==> src/rtl/spi_ip_shift_engine.sv <==
// SPI master shift engine: sequences slave select, enables the tick generator,
// shifts one word out on MOSI while sampling MISO, and reports the received word.
module spi_ip_shift_engine #(
    parameter int unsigned DATA_WIDTH = 8
) (
    input  logic                  se_clk_i,
    input  logic                  se_rst_n_i,
    input  logic                  se_start_i,
    input  logic                  se_abort_i,
    input  logic [DATA_WIDTH-1:0] se_tx_data_i,
    input  logic                  se_lsb_first_i,
    input  logic                  se_sck_pha_i,
    input  logic                  se_tick_i,
    input  logic                  se_tick_launch_i,
    input  logic                  se_tick_capture_i,
    input  logic                  se_miso_i,
    output logic                  se_enable_tick_o,
    output logic                  se_enable_sck_o,
    output logic                  se_enable_launch_capture_o,
    output logic                  se_ss_n_o,
    output logic                  se_mosi_o,
    output logic                  se_busy_o,
    output logic                  se_done_o,
    output logic [DATA_WIDTH-1:0] se_rx_data_o
);
    localparam int unsigned CntW = $clog2(2 * DATA_WIDTH) + 1;
    localparam logic [CntW-1:0] LastEdge = CntW'(2 * DATA_WIDTH - 1);
    localparam logic [CntW-1:0] AllEdges = CntW'(2 * DATA_WIDTH);

    typedef enum logic [1:0] {StIdle, StLead, StXfer, StTrail} state_e;

    state_e                state_q, state_d;
    logic [DATA_WIDTH-1:0] tx_q, tx_d;
    logic [DATA_WIDTH-1:0] rx_q, rx_d;
    logic [DATA_WIDTH-1:0] rx_data_q, rx_data_d;
    logic [CntW-1:0]       cnt_q, cnt_d;
    logic                  lsb_q, lsb_d;
    logic                  pha_q, pha_d;
    logic                  ss_n_q, ss_n_d;
    logic                  en_tick_q, en_tick_d;
    logic                  en_sck_q, en_sck_d;
    logic                  en_lc_q, en_lc_d;
    logic                  mosi_q, mosi_d;
    logic                  busy_q, busy_d;
    logic                  done_q, done_d;
    logic                  launch_holds;

    // First CPHA=1 launch only presents the preloaded bit; last CPHA=0 launch is the trailing edge.
    assign launch_holds = (pha_q && (cnt_q == '0)) || (!pha_q && (cnt_q == LastEdge));

    // Next-state and registered-output computation.
    always_comb begin
        state_d   = state_q;
        tx_d      = tx_q;
        rx_d      = rx_q;
        rx_data_d = rx_data_q;
        cnt_d     = cnt_q;
        lsb_d     = lsb_q;
        pha_d     = pha_q;
        ss_n_d    = ss_n_q;
        en_tick_d = en_tick_q;
        en_sck_d  = en_sck_q;
        en_lc_d   = en_lc_q;
        mosi_d    = mosi_q;
        done_d    = 1'b0;
        if (se_abort_i && (state_q != StIdle)) begin
            // Abort overrides every strobe; rx_data is deliberately preserved.
            state_d   = StIdle;
            ss_n_d    = 1'b1;
            en_tick_d = 1'b0;
            en_sck_d  = 1'b0;
            en_lc_d   = 1'b0;
            mosi_d    = 1'b0;
        end else begin
            unique case (state_q)
                StIdle: begin
                    if (se_start_i && !se_abort_i) begin
                        tx_d      = se_tx_data_i;
                        rx_d      = '0;
                        lsb_d     = se_lsb_first_i;
                        pha_d     = se_sck_pha_i;
                        mosi_d    = se_lsb_first_i ? se_tx_data_i[0]
                                                   : se_tx_data_i[DATA_WIDTH-1];
                        ss_n_d    = 1'b0;
                        en_tick_d = 1'b1;
                        cnt_d     = '0;
                        state_d   = StLead;
                    end
                end
                StLead: begin
                    if (se_tick_i) begin
                        en_sck_d = 1'b1;
                        en_lc_d  = 1'b1;
                        state_d  = StXfer;
                    end
                end
                StXfer: begin
                    if (cnt_q == AllEdges) begin
                        en_sck_d = 1'b0;
                        en_lc_d  = 1'b0;
                        state_d  = StTrail;
                    end else if (se_tick_capture_i) begin
                        // Also covers a simultaneous launch: one edge, capture only.
                        cnt_d = cnt_q + 1'b1;
                        rx_d  = lsb_q ? {se_miso_i, rx_q[DATA_WIDTH-1:1]}
                                      : {rx_q[DATA_WIDTH-2:0], se_miso_i};
                    end else if (se_tick_launch_i) begin
                        cnt_d = cnt_q + 1'b1;
                        if (!launch_holds) begin
                            if (lsb_q) begin
                                tx_d   = tx_q >> 1;
                                mosi_d = tx_q[1];
                            end else begin
                                tx_d   = tx_q << 1;
                                mosi_d = tx_q[DATA_WIDTH-2];
                            end
                        end
                    end
                end
                StTrail: begin
                    if (se_tick_i) begin
                        ss_n_d    = 1'b1;
                        en_tick_d = 1'b0;
                        mosi_d    = 1'b0;
                        done_d    = 1'b1;
                        rx_data_d = rx_q;
                        state_d   = StIdle;
                    end
                end
                default: state_d = StIdle;
            endcase
        end
        busy_d = (state_d != StIdle);
    end

    // State and output registers.
    always_ff @(posedge se_clk_i or negedge se_rst_n_i) begin
        if (!se_rst_n_i) begin
            state_q   <= StIdle;
            tx_q      <= '0;
            rx_q      <= '0;
            rx_data_q <= '0;
            cnt_q     <= '0;
            lsb_q     <= 1'b0;
            pha_q     <= 1'b0;
            ss_n_q    <= 1'b1;
            en_tick_q <= 1'b0;
            en_sck_q  <= 1'b0;
            en_lc_q   <= 1'b0;
            mosi_q    <= 1'b0;
            busy_q    <= 1'b0;
            done_q    <= 1'b0;
        end else begin
            state_q   <= state_d;
            tx_q      <= tx_d;
            rx_q      <= rx_d;
            rx_data_q <= rx_data_d;
            cnt_q     <= cnt_d;
            lsb_q     <= lsb_d;
            pha_q     <= pha_d;
            ss_n_q    <= ss_n_d;
            en_tick_q <= en_tick_d;
            en_sck_q  <= en_sck_d;
            en_lc_q   <= en_lc_d;
            mosi_q    <= mosi_d;
            busy_q    <= busy_d;
            done_q    <= done_d;
        end
    end

    assign se_enable_tick_o           = en_tick_q;
    assign se_enable_sck_o            = en_sck_q;
    assign se_enable_launch_capture_o = en_lc_q;
    assign se_ss_n_o                  = ss_n_q;
    assign se_mosi_o                  = mosi_q;
    assign se_busy_o                  = busy_q;
    assign se_done_o                  = done_q;
    assign se_rx_data_o               = rx_data_q;
endmodule

==> config.mk <==
export PLATFORM = sky130hd
export DESIGN_NAME = spi_ip_shift_engine
export DESIGN_NICKNAME = d
export VERILOG_FILES = /design/src/rtl/spi_ip_shift_engine.sv
export SDC_FILE = /design/constraint.sdc
export NUM_CORES = 1
export LEC_CHECK = 0
export CORE_MARGIN = 2
export CORE_UTILIZATION = 54
export CTS_CLUSTER_DIAMETER = 80
export DETAILED_ROUTE_END_ITERATION = 16
export PLACE_DENSITY_LB_ADDON = 0.3
export SYNTH_ARGS = -nofsm -noshare
export SYNTH_HDL_FRONTEND = slang
export SYNTH_SLANG_ARGS = --single-unit
export TNS_END_PERCENT = 30
==> constraint.sdc <==
create_clock -name se_clk_i -period 2.13 [get_ports se_clk_i]
set_input_delay 0.426 -clock se_clk_i [delete_from_list [all_inputs] [get_ports se_clk_i]]
set_output_delay 0.426 -clock se_clk_i [all_outputs]
set_load 0.005 [all_outputs]
-- After elaboration in Yosys (flattened, before gate mapping)
Cells that the tools add are included.
W data, S select, Z words.
- flip-flop bits (word level): 39
- output and inout bits: 15
- word-level logic and storage cells: 104
- add/sub/neg operators: 1
- eq/ne operators: 20
- muxes and demuxes: 46
- bitwise operators: 1
- reduce and logical (&&, ||, !) cells: 23
- operators by type and width (operator ; number):
    $mux W8 ; 10
    $pmux W8 S2 ; 2
    $ne A3 B3 Y1 const B ; 9
    $mux W5 ; 4
    $mux W1 ; 19
    $reduce_and A7 Y1 ; 2
    $ne A2 B2 Y1 const B ; 6
    $reduce_and A3 Y1 ; 4
    $mux W2 ; 5
    $pmux W5 S2 ; 1
    $reduce_and A5 Y1 ; 2
    $pmux W2 S4 ; 1
    $pmux W1 S2 ; 3
    $reduce_bool A2 Y1 ; 3
    $reduce_bool A3 Y1 ; 2
    $add A5 B1 Y5 const B ; 1
    $eq A5 B4 Y1 const B ; 1
    $eq A5 B5 Y1 const B ; 1
    $logic_not A5 Y1 ; 1
    $eq A2 B2 Y1 const B ; 2
    $logic_and A1 B1 Y1 ; 4
    $reduce_bool A4 Y1 ; 1
    $pmux W1 S3 ; 1
    $eq A2 B1 Y1 const B ; 1
    other kinds (4) ; 5

-- Longest topological paths before layout
Gate-level depths: netlist of the first run.
- depth in word-level cells: 9
- gate-level depth with buffers: 7

-- Worst setup path after synthesis of the first run
Ideal clock, no wire load.
- kind: register to register
- from: register cnt_q[0]
- to: register tx_q[0]
- arrival time: 1.819 ns
- setup slack: 0.186 ns
- cell stages (with the launch flop): 8
- clock period less this slack: 1.944 ns
- cell sequence: dfrtp_1 > ha_1 > and3_1 > ha_1 > nand2b_1 > o2111ai_2 > a21oi_4 > mux2_4
- word-level cells in the longest chain between the ends: 5
- RTL lines (element ; RTL line ; source):
    start: declaration ; 36 ; logic [CntW-1:0] cnt_q, cnt_d;
    start signal: assignment ; 158 ; cnt_q <= cnt_d;
    $eq A5 B4 Y1 / $logic_not A5 Y1 (equally long branches) ; 49 ; assign launch_holds = (pha_q && (cnt_q == '0)) || (!pha_q && (cnt_q == LastEdge));
    $logic_and A1 B1 Y1 ; 49 ;
    $logic_or A1 B1 Y1 ; 49 ;
    $ne A2 B2 Y1 (no line) ; - ;
    $reduce_and A7 Y1 (no line) (*) ; - ;
    end signal: assignment ; 155 ; tx_q <= tx_d;
    end: declaration ; 33 ; logic [DATA_WIDTH-1:0] tx_q, tx_d;
Every way passes the cells marked *; elsewhere a longest branch is shown, timed or not.
A chain may end at the register's enable or synchronous reset.

-- Final worst setup path of the first run
- from: register cnt_q[0]
- to: register rx_q[5]
- word-level cells in the longest chain between the ends: 3
- RTL lines (element ; RTL line ; source):
    $eq A5 B5 Y1 ; 98 ; if (cnt_q == AllEdges) begin
    $ne A2 B2 Y1 (no line) ; - ;
    $reduce_and A5 Y1 (no line) ; - ;
    end signal: assignment ; 156 ; rx_q <= rx_d;
    end: declaration ; 34 ; logic [DATA_WIDTH-1:0] rx_q, rx_d;
No other way between the ends.

==> impl_results.md, run 1 <==
* Critical setup path kind: reg2reg
* Number of global-route vias before repair at approximately 1600
* Number of antenna violations at the first check in global routing at 0
* Area after DPL at 2572 µm²
* Final core area utilization at 0.7139
* Placement row count at 22
* Diodes inserted at 0
* Most common cell after layout, fill and taps aside: dfrtp_1
* DRC marker count from the first detailed-route iteration at ~80
* Worst skew pair latency at 0.28 ns
* GRT Residual Overflow at 0
* Count of unresolved DRC violations after routing at 0
* Area growth from synthesis to layout at 24.04%
* Vertical die dimension at 67.17 µm
* Floorplan core area at 3744 µm²
* Prevailing post-synth register cell: dfrtp_1
* IO Count at 33
* Flop2flop setup slack at 0.14 ns
* Period utilization at 0.9347
* Leakage power at between 0.001 and 0.0015 µW
* CP required at 2.30 ns
* IR drop worst, VDD at 0.0004920 V
* Worst hold-check path type: in2async
* Final max-slew violation count at 0
* Area occupied by multi-input gates at 1080 µm²
* GRT Util Overall at 0.2196
* Leading cell types in the layout, fill and taps excluded: 38 x dfrtp_1, 35 x nand2_1, 31 x clkdlybuf4s50_1, 24 x mux2i_1, 23 x nor2_1
* Count of warnings emitted by yosys at 0
* Global-route wire length before repair at approximately 7500 µm
* Fin cells at approximately 300
* Seq. cell area at 977.2 µm²
* Power Density at 721.9 nW/µm²
* # Max-Cap Violations at 0
* Endpoint type of the worst setup path: register
* Register clock-pin slew on the reported worst setup and hold paths at 0.08 ns
* Detailed-routing iteration count for the pre-antenna-repair pass at 4
* Tightest Pin Transition at 0.4858 ns
* Final routed wirelength across all metal layers at roughly 4300 µm
* Share of synthesized registers carrying an async set or reset at 1.000
* Cts repair resizes at 0
* Routed length per instance at between 10 and 15 µm
* Detail-routed via count per cell at roughly 5.4
* Share of final-layout standard cells stronger than drive strength 1 at 0.1760
* Count of endpoints failing hold in the final timing report at 0
* Clock sink count at 39
* Startpoint type of the worst setup path: register
* Worst-case clock skew at 0.006735 ns
* Number of buffers inserted by port buffering at 32
* Post-synthesis instance area at 2155 µm²
* Outcome: completed
* Initial Util at 0.5755
* Worst path cell trace: inv_1 > ha_1 > or3b_4 > nor3_4 > a211oi_4 > buf_12 > mux2_4
* Worst slack on hold paths at 0.1787 ns
* Overall die area at 4511 µm²
* HPWL after detailed placement at around 3200 µm
* Number of nets in the synthesized netlist at 229
* TritonCTS clock tree: built
* Setup repair after global routing missed its margin: false
* Cell count after placement at 290
* Total CTS buffers at 5
* Final ANT Viol Nets at 0
* Arrival time at the worst endpoint at roughly 2.2 ns
* Critical path peak fanout at 8
* Family of cells with the greatest summed delay on the critical path: simple AND/OR/NAND/NOR gates
* Post-CTS setup-driven buffer insertion count at 0
* Unique masters post-synth at 45
* Avg Inst Size Synth at 10.36 µm²
* Max-slew headroom at 0.6762
* Die span in x at 67.17 µm
* #FFs+latches synth at 39
* Cells after synthesis at 208
* Proportion of synthesized chip area in sequential cells at 0.4535
* Number of enable flip-flop cells after synthesis at 0
* Number of buffers on the longest clock path at 2
* Crit path max-delay cell type: dfrtp_1
* FMAX at 502.3 MHz
* Routed vias at 1600
* H-tree level count at 2
* Clock period minus final worst setup slack at 1.991 ns
* Design Area, Final at 2673 µm²
* Buffers plus inverters on the worst setup path at 2
* Filler Cells Inserted at 294
* Count of hold buffers inserted by post-cts repair at 0
* Pin count of the biggest net entering global routing at 40
* CTS root buffer: clkbuf_8
* Weighted congestion reported at the end of routability-driven placement at 0.8171
* Maximum cell stage delay along the critical path at 0.43 ns
* Number of setup violations in the final report at 0
* Fin nets at 270
## layer usage
metal / global-route usage / share of wire / vias up
li1: - / - / 787
met1: 0.2942 / 0.46 / 779
met2: 0.3700 / 0.50 / 28
met3: 0.03500 / 0.034 / 6
met4: 0.06122 / 0.0092 / 0
met5: 0 / 0 / -
## synthesized netlist by cell type (2+ instances only)
| cell type | n | share of area |
|---|---|---|
| mux2_1 | 4 | 0.021 |
| inv_1 | 10 | 0.017 |
| o21ai_0 | 3 | 0.0070 |
| nor2_1 | 23 | 0.040 |
| nor2b_1 | 3 | 0.0087 |
| a21oi_1 | 10 | 0.023 |
| nand2b_1 | 2 | 0.0058 |
| nand2_1 | 35 | 0.061 |
| buf_1 | 2 | 0.0035 |
| mux2_4 | 10 | 0.070 |
| ha_1 | 3 | 0.017 |
| buf_4 | 4 | 0.014 |
| buf_2 | 3 | 0.0070 |
| mux2_2 | 2 | 0.010 |
| inv_2 | 2 | 0.0035 |
| o21ai_1 | 2 | 0.0046 |
| dfrtp_1 | 38 | 0.44 |
| mux2i_1 | 24 | 0.11 |
| a21o_1 | 2 | 0.0070 |
## cell families after synthesis
kind of cell / Yosys count / synth area share
AOI/OAI and AO/OA: 28 / 0.09408
xor gates and xnor gates: 1 / 0.004066
adders and majority gates: 3 / 0.01742
buffers and inverters: 21 / 0.04530
DFF: 39 / 0.4535
muxes: 40 / 0.2125
and+or+nand+nor: 76 / 0.1731
## worst reg2reg max path: cells and delay by family, from the launching register on
kind,cells,cell delay (ns)
mux,1,0.30
flops,1,0.43
fa+ha+maj,1,0.13
buf+inv,2,0.24
simple gates,2,0.70
compound gates,1,0.09
## layout make-up
class	count	share of cell area
Multi-Input combinational cell	148	0.4040
Sequential cell	39	0.3656
Timing Repair Buffer	43	0.1536
Clock buffer	8	0.03745
Tap cell	48	0.02247
Inverter	12	0.01685
## state kept, by name, summed over array words and instances, names as in the netlist
name                        count
se_mosi_o                       1
se_rx_data_o                    8
se_enable_launch_capture_o      1
rx_q                            8
cnt_q                           5
se_enable_tick_o                1
pha_q                           1
state_q                         2
se_done_o                       1
tx_q                            8
se_busy_o                       1
lsb_q                           1
se_ss_n_o                       1
## stage by stage
| step | power (µW) | worst slack, ns | setup TNS, ns |
|---|---|---|---|
| floorplan | 1219 | 0.1865 | 0 |
| global placement | 1382 | 0.1296 | 0 |
| detailed placement | 1401 | -0.01398 | -0.01398 |
| CTS | 1942 | 0.1362 | 0 |
| global route | 2018 | 0.03980 | 0 |
| finish | 1929 | 0.1390 | 0 |
## where the power goes
part	switching (µW)	internal, µW	leakage, µW	total [µW]
clock	251	296	0.0000515	547
sequential	67.6	829	0.000508	897
combinational	227	259	0.000699	486
## worst paths after layout
path | startpoint | end | cells after the start
max | cnt_q[0] | rx_q[5] | 7
min | se_rst_n_i | tx_q[4] | 2
max reg2reg | cnt_q[0] | rx_q[5] | 7
min reg2reg | se_rx_data_o[3] | se_rx_data_o[3] | 2
max in group asynchronous | se_rst_n_i | se_ss_n_o | 2
min in group se_clk_i | se_rx_data_o[3] | se_rx_data_o[3] | 2
Note: power is estimated with default switching activity, not from simulation.
==> inputs of run 2 (changes only) <==
--- a/config.mk
+++ b/config.mk
@@ -5,10 +5,10 @@
 export SDC_FILE = /design/constraint.sdc
 export NUM_CORES = 1
 export LEC_CHECK = 0
-export CORE_MARGIN = 2
-export CORE_UTILIZATION = 54
+export CORE_UTILIZATION = 58
 export CTS_CLUSTER_DIAMETER = 80
 export DETAILED_ROUTE_END_ITERATION = 16
+export HOLD_SLACK_MARGIN = 0.08
 export PLACE_DENSITY_LB_ADDON = 0.3
 export SYNTH_ARGS = -nofsm -noshare
 export SYNTH_HDL_FRONTEND = slang
==> constraint.sdc (replaced) <==
create_clock -name se_clk_i -period 2.3 [get_ports se_clk_i]
set_input_delay 0.46 -clock se_clk_i [delete_from_list [all_inputs] [get_ports se_clk_i]]
set_output_delay 0.46 -clock se_clk_i [all_outputs]
set_load 0.005 [all_outputs]
==> impl_results.md, run 2 (same netlist as run 1, synthesis figures left out) <==
* Post-CTS setup-driven buffer insertion count at 0 (unchanged)
* Number of setup violations in the final report at 0 (unchanged)
* Worst-case clock skew at 0.01150 ns (was 0.006735 ns)
* GRT Residual Overflow at 0 (unchanged)
* Startpoint type of the worst setup path: register (unchanged)
* Reported net switching power at 504.7 µW (was 545.9 µW)
* Routed vias at 1603 (was 1600)
* HPWL after detailed placement at 3078 µm (was 3158 µm)
* Outcome: completed (unchanged)
* Floorplan core area at 3442 µm² (was 3744 µm²)
* Vertical die dimension at 62.95 µm (was 67.17 µm)
* Worst path cell trace: ha_1 > and3_1 > ha_1 > nand2b_1 > o2111ai_2 > a21oi_4 > buf_4 > mux2i_1 (was inv_1 > ha_1 > or3b_4 > nor3_4 > a211oi_4 > buf_12 > mux2_4)
* Number of global-route vias before repair at 1727 (was 1570)
* Pin count of the biggest net entering global routing at 19 (was 40)
* Weighted congestion reported at the end of routability-driven placement at 0.9172 (was 0.8171)
* Power Density at 661.3 nW/µm² (was 721.9 nW/µm²)
* Endpoint type of the worst setup path: register (unchanged)
* Final ANT Viol Nets at 0 (unchanged)
* Clock period minus final worst setup slack at 2.075 ns (was 1.991 ns)
* Arrival time at the worst endpoint at 2.28 ns (was 2.16 ns)
* Tightest Pin Transition at 0.4496 ns (was 0.4858 ns)
* Cts repair resizes at 0 (unchanged)
* Detailed-routing iteration count for the pre-antenna-repair pass at 4 (unchanged)
* Buffers plus inverters on the worst setup path at 1 (was 2)
* Maximum cell stage delay along the critical path at 0.42 ns (was 0.43 ns)
* Library cell appearing most often on the critical path: ha_1
* Placement row count at 21 (was 22)
* CP required at 2.50 ns (was 2.30 ns)
* Worst slack on hold paths at 0.07095 ns (was 0.1787 ns)
* Share of final-layout standard cells stronger than drive strength 1 at 0.1760 (unchanged)
* Setup repair after global routing missed its margin: false (unchanged)
* Critical setup path kind: reg2reg (unchanged)
* FMAX at 481.8 MHz (was 502.3 MHz)
* Design Area, Final at 2649 µm² (was 2673 µm²)
* Total CTS buffers at 5 (unchanged)
* Worst hold-check path type: in2async (unchanged)
* Diodes inserted at 0 (unchanged)
* Sum of negative setup slack at 0 ns (unchanged)
* Number of buffers on the longest clock path at 2 (unchanged)
* H-tree level count at 2 (unchanged)
* DRC marker count from the first detailed-route iteration at 88 (was 81)
* Max-slew headroom at 0.6975 (was 0.6762)
* Number of antenna violations at the first check in global routing at 0 (unchanged)
* Most common cell after layout, fill and taps aside: dfrtp_1 (unchanged)
* Family of cells with the greatest summed delay on the critical path: compound AO/OA/AOI/OAI gates (was simple AND/OR/NAND/NOR gates)
* Count of unresolved DRC violations after routing at 0 (unchanged)
* Area after DPL at 2557 µm² (was 2572 µm²)
* CTS root buffer: clkbuf_8 (unchanged)
* Clk pwr share at 0.271 (was 0.283)
* Leakage power at 0.001252 µW (was 0.001259 µW)
* Critical path peak fanout at 6 (was 8)
* # Max-Cap Violations at 0 (unchanged)
* Combinational share of power at 0.254 (was 0.252)
* TritonCTS clock tree: built (unchanged)
* Leading cell types in the layout, fill and taps excluded: 38 x dfrtp_1, 35 x nand2_1, 31 x clkdlybuf4s50_1, 24 x mux2i_1, 23 x nor2_1 (unchanged)
* Detail-routed via count per cell at 5.416 (was 5.369)
* Count of endpoints failing hold in the final timing report at 0 (unchanged)
* Flop2flop setup slack at 0.22 ns (was 0.14 ns)
* Global-route wire length before repair at 7541 µm (was 7458 µm)
* Count of hold buffers inserted by post-cts repair at 0 (unchanged)
* IR drop worst, VDD at 0.0005669 V (was 0.0004920 V)
* Crit path max-delay cell type: dfrtp_1 (unchanged)
* IO Count at 33 (unchanged)
* Share of power burned in registers at 0.475 (was 0.465)
* Final max-slew violation count at 0 (unchanged)
* Fin nets at 270 (unchanged)
* Clock sink count at 39 (unchanged)
* Die span in x at 62.95 µm (was 67.17 µm)
* Worst skew pair latency at 0.29 ns (was 0.28 ns)
* GRT Util Overall at 0.2472 (was 0.2196)
* Sw frac at 0.2882 (was 0.2829)
* Final routed wirelength across all metal layers at 4295 µm (was 4348 µm)
* Total internal power at 1247 µW (was 1384 µW)
* Register clock-pin slew on the reported worst setup and hold paths at 0.08 ns (about the same)
* Period utilization at 0.9023 (was 0.9347)
* Routed length per instance at 14.51 µm (was 14.59 µm)
* Number of buffers inserted by port buffering at 32 (unchanged)
* Area growth from synthesis to layout at 22.94% (was 24.04%)
* Initial Util at 0.6260 (was 0.5755)
* Overall die area at 3963 µm² (was 4511 µm²)
==> run 2: cell count changes in the layout (fill, tap and decap cells not counted), sizes merged <==
cell / previous run / this run
clkinv: 0 / 1
clkbuf: 8 / 7
==> run 2: stage by stage <==
stage	worst slack, ns	total power [µW]	std cells	utilization
6_report	0.2247	1752	296	0.7695
5_1_grt	0.1077	1837	296	0.7695
4_1_cts	0.2320	1755	296	0.7695
3_5_place_dp	0.2101	1287	288	0.7430
3_3_place_gp	0.2289	1272	288	0.7430
2_1_floorplan	0.3565	1129	208	-
==> run 2: path summary, 6_finish.rpt <==
path                                       from         endpoint  cells after the start
min in group se_clk_i           se_rx_data_o[6]  se_rx_data_o[6]                      2
max in group asynchronous            se_rst_n_i       state_q[0]                      2
worst max register to register         cnt_q[0]          tx_q[1]                      8
worst min-delay path                 se_rst_n_i            pha_q                      1
worst min register to register  se_rx_data_o[6]  se_rx_data_o[6]                      2
worst max-delay path                   cnt_q[0]          tx_q[1]                      8
==> run 2: worst register-to-register path, cell delays in order, from the launching register on <==
cell,delay [ns]
dfrtp_1,0.42
ha_1,0.22
and3_1,0.18
ha_1,0.17
nand2b_1,0.10
o2111ai_2,0.17
a21oi_4,0.34
buf_4,0.20
mux2i_1,0.18
==> run 2: power by group through the flow <==
stage / Sequential [µW] / Clock (µW) / Combinational [µW]
floorplan: 828 / 0 / 301
global placement: 842 / 0 / 430
detailed placement: 845 / 0 / 443
CTS: 832 / 476 / 447
global route: 843 / 507 / 487
finish: 831 / 475 / 445
==> run 2: area by class of cell <==
class                      instances  area [µm²]
sequential                        39       977.2
inverter                          12       45.04
tap                               46       57.56
clock buffer                       7       86.33
fill                             227       793.3
timing repair buffer              43       397.9
multi-input combinational        148        1080
clock inverter                     1       5.005
==> run 2: metal layers <==
metal,global-route usage,wire [µm],vias to the layer above,share of wire
li1,-,-,788,-
met1,0.2927,1884,778,0.44
met2,0.4409,2208,29,0.51
met3,0.03832,135,8,0.031
met4,0.1017,66,0,0.015
met5,0,0,-,0
==> inputs of run 3 (changes only) <==
--- a/config.mk
+++ b/config.mk
@@ -8,8 +8,9 @@
 export CORE_UTILIZATION = 58
 export CTS_CLUSTER_DIAMETER = 80
 export DETAILED_ROUTE_END_ITERATION = 16
+export GPL_TIMING_DRIVEN = 0
 export HOLD_SLACK_MARGIN = 0.08
-export PLACE_DENSITY_LB_ADDON = 0.3
+export PLACE_DENSITY = 0.94
 export SYNTH_ARGS = -nofsm -noshare
 export SYNTH_HDL_FRONTEND = slang
 export SYNTH_SLANG_ARGS = --single-unit
==> impl_results.md, run 3 (same netlist as run 1, synthesis figures left out) <==
* Outcome: completed (unchanged)
* Endpoint type of the worst setup path: register (unchanged)
* GRT Util Overall at 0.2529 (was 0.2472)
* Register clock-pin slew on the reported worst setup and hold paths at 0.07 ns (was 0.08 ns)
* GRT Residual Overflow at 0 (unchanged)
* Flop2flop setup slack at 0.14 ns (was 0.22 ns)
* Die span in x at 62.95 µm (unchanged)
* Detail-routed via count per cell at 5.609 (was 5.416)
* Count of unresolved DRC violations after routing at 0 (unchanged)
* Tightest Pin Transition at 0.8646 ns (was 0.4496 ns)
* R2R Path End: tx_q[7] (was tx_q[1])
* Power Density at 706.6 nW/µm² (was 661.3 nW/µm²)
* Number of antenna violations at the first check in global routing at 0 (unchanged)
* Period utilization at 0.9380 (was 0.9023)
* GRT met2 Usage at 0.4180 (was 0.4409)
* Count of hold buffers inserted by post-cts repair at 0 (unchanged)
* Cell count after placement at 286 (was 288)
* Cts repair resizes at 0 (unchanged)
* Fin cells at 294 (was 296)
* Sw frac at 0.2756 (was 0.2882)
* Number of buffers inserted by port buffering at 32 (unchanged)
* Fin worst setup slack at 0.1426 ns (was 0.2247 ns)
* H-tree level count at 2 (unchanged)
* CP required at 2.48 ns (was 2.50 ns)
* Leakage power at 0.001244 µW (was 0.001252 µW)
* Overall die area at 3963 µm² (unchanged)
* Library cell appearing most often on the critical path: ha_1 (unchanged)
* Worst slack on hold paths at 0.2746 ns (was 0.07095 ns)
* Most common cell after layout, fill and taps aside: dfrtp_1 (unchanged)
* Pin count of the biggest net entering global routing at 40 (was 19)
* Placement row count at 21 (unchanged)
* Final max-slew violation count at 0 (unchanged)
* IO Count at 33 (unchanged)
* Worst hold-check path type: in2async (unchanged)
* Worst path cell trace: ha_1 > and3_1 > ha_1 > nand2b_1 > o2111ai_2 > a21oi_4 > mux2_4 (was ha_1 > and3_1 > ha_1 > nand2b_1 > o2111ai_2 > a21oi_4 > buf_4 > mux2i_1)
* Worst-case clock skew at 0.004294 ns (was 0.01150 ns)
* Number of global-route vias before repair at 1686 (was 1727)
* Arrival time at the worst endpoint at 2.34 ns (was 2.28 ns)
* Number of buffers on the longest clock path at 2 (unchanged)
* GR Layer Usage met3 at 0.04562 (was 0.03832)
* Weighted congestion reported at the end of routability-driven placement at 0.8062 (was 0.9172)
* Routed vias at 1649 (was 1603)
* Max-slew headroom at 0.4236 (was 0.6975)
* Number of setup violations in the final report at 0 (unchanged)
* Final ANT Viol Nets at 0 (unchanged)
* Reported net switching power at 515.1 µW (was 504.7 µW)
* Count of endpoints failing hold in the final timing report at 0 (unchanged)
* Worst r2r path cells at 7 (was 8)
* Clk pwr share at 0.317 (was 0.271)
* Clock period minus final worst setup slack at 2.157 ns (was 2.075 ns)
* Post-CTS setup-driven buffer insertion count at 0 (unchanged)
* Detailed-routing iteration count for the pre-antenna-repair pass at 5 (was 4)
* Critical R2R Launch: cnt_q[0] (unchanged)
* Clock sink count at 39 (unchanged)
* # Max-Cap Violations at 0 (unchanged)
* Overall power after layout at 1869 µW (was 1752 µW)
* Final routed wirelength across all metal layers at 4401 µm (was 4295 µm)
* Initial Util at 0.6260 (unchanged)
* Crit path max-delay cell type: dfrtp_1 (unchanged)
* Maximum cell stage delay along the critical path at 0.43 ns (was 0.42 ns)
* Floorplan core area at 3442 µm² (unchanged)
* Critical path peak fanout at 8 (was 6)
* Area growth from synthesis to layout at 22.76% (was 22.94%)
* Share of power burned in registers at 0.444 (was 0.475)
* Routed length per instance at 14.97 µm (was 14.51 µm)
* Fin nets at 268 (was 270)
* FMAX at 463.5 MHz (was 481.8 MHz)
* Worst skew pair latency at 0.30 ns (was 0.29 ns)
* Vertical die dimension at 62.95 µm (unchanged)
* Leading cell types in the layout, fill and taps excluded: 38 x dfrtp_1, 35 x nand2_1, 31 x clkdlybuf4s50_1, 24 x mux2i_1, 23 x nor2_1 (unchanged)
* Combinational share of power at 0.239 (was 0.254)
* Total internal power at 1354 µW (was 1247 µW)
* Share of final-layout standard cells stronger than drive strength 1 at 0.1653 (was 0.1760)
* CTS root buffer: clkbuf_8 (unchanged)
* IR drop worst, VDD at 0.0005527 V (was 0.0005669 V)
* Startpoint type of the worst setup path: register (unchanged)
* TritonCTS clock tree: built (unchanged)
* Critical setup path kind: reg2reg (unchanged)
* Setup repair after global routing missed its margin: false (unchanged)
* Gr busiest metal: met2 (unchanged)
* Total CTS buffers at 5 (unchanged)
* Global-route wire length before repair at 7748 µm (was 7541 µm)
* Fraction of met1 tracks used by global routing at 0.3124 (was 0.2927)
* Minimum setup slack after placement at -0.03561 ns (was 0.2101 ns)
* DRC marker count from the first detailed-route iteration at 91 (was 88)
* Diodes inserted at 0 (unchanged)
* HPWL after detailed placement at 3020 µm (was 3078 µm)
-- run 3: cell types whose count changed in the layout (fill, tap and decap cells not counted) --
cell	before	now
buf_4	11	4
bufinv_16	0	1
buf_2	1	4
buf_1	0	2
clkbuf_1	1	0
-- run 3: stage by stage --
step | utilization | TNS (ns) | instance area [µm²]
final | 0.7684 | 0 | 2645
after global routing | 0.7684 | 0 | 2645
after CTS | 0.7684 | 0 | 2645
after detailed placement | 0.7343 | -0.2400 | 2527
after global placement | 0.7357 | -5.350 | 2532
after floorplan | - | 0 | 2155
-- run 3: cell type report --
cell class / instances / area, µm²
Tap cell: 46 / 57.56
Timing Repair Buffer: 32 / 315.3
Inverter: 12 / 45.04
Clock buffer: 6 / 82.58
Multi-Input combinational cell: 148 / 1080
Clock inverter: 2 / 35.03
Fill cell: 229 / 797.0
Buffer: 9 / 52.55
Sequential cell: 39 / 977.2
-- run 3: metal layers --
layer  share of wire  vias to the layer above
li1                -                      789
met1            0.45                      814
met2            0.49                       33
met3           0.033                       13
met4           0.024                        0
met5               0                        -
-- run 3: power by group through the flow --
stage | Sequential, µW | Combinational [µW] | Clock, µW
2_1_floorplan | 828 | 301 | 0
3_3_place_gp | 838 | 432 | 0
3_5_place_dp | 840 | 444 | 0
4_1_cts | 827 | 450 | 594
5_1_grt | 840 | 487 | 627
6_report | 830 | 447 | 592
-- run 3: worst max path at each step --
stage / start / end / cells past startpoint
detailed placement: se_abort_i / rx_q[7] / 6
global placement: se_rst_n_i / se_rx_data_o[4] / 1
floorplan: cnt_q[0] / tx_q[0] / 7
CTS: cnt_q[0] / tx_q[7] / 7
finish: cnt_q[0] / tx_q[7] / 7
global route: cnt_q[0] / tx_q[7] / 7
-- run 3: critical path, delay by kind of cell (launching register included) --
family	cells	cell delay, ns
adders and majority gates	2	0.42
AOI/OAI and AO/OA	2	0.56
DFF	1	0.43
muxes	1	0.33
and+or+nand+nor	2	0.31
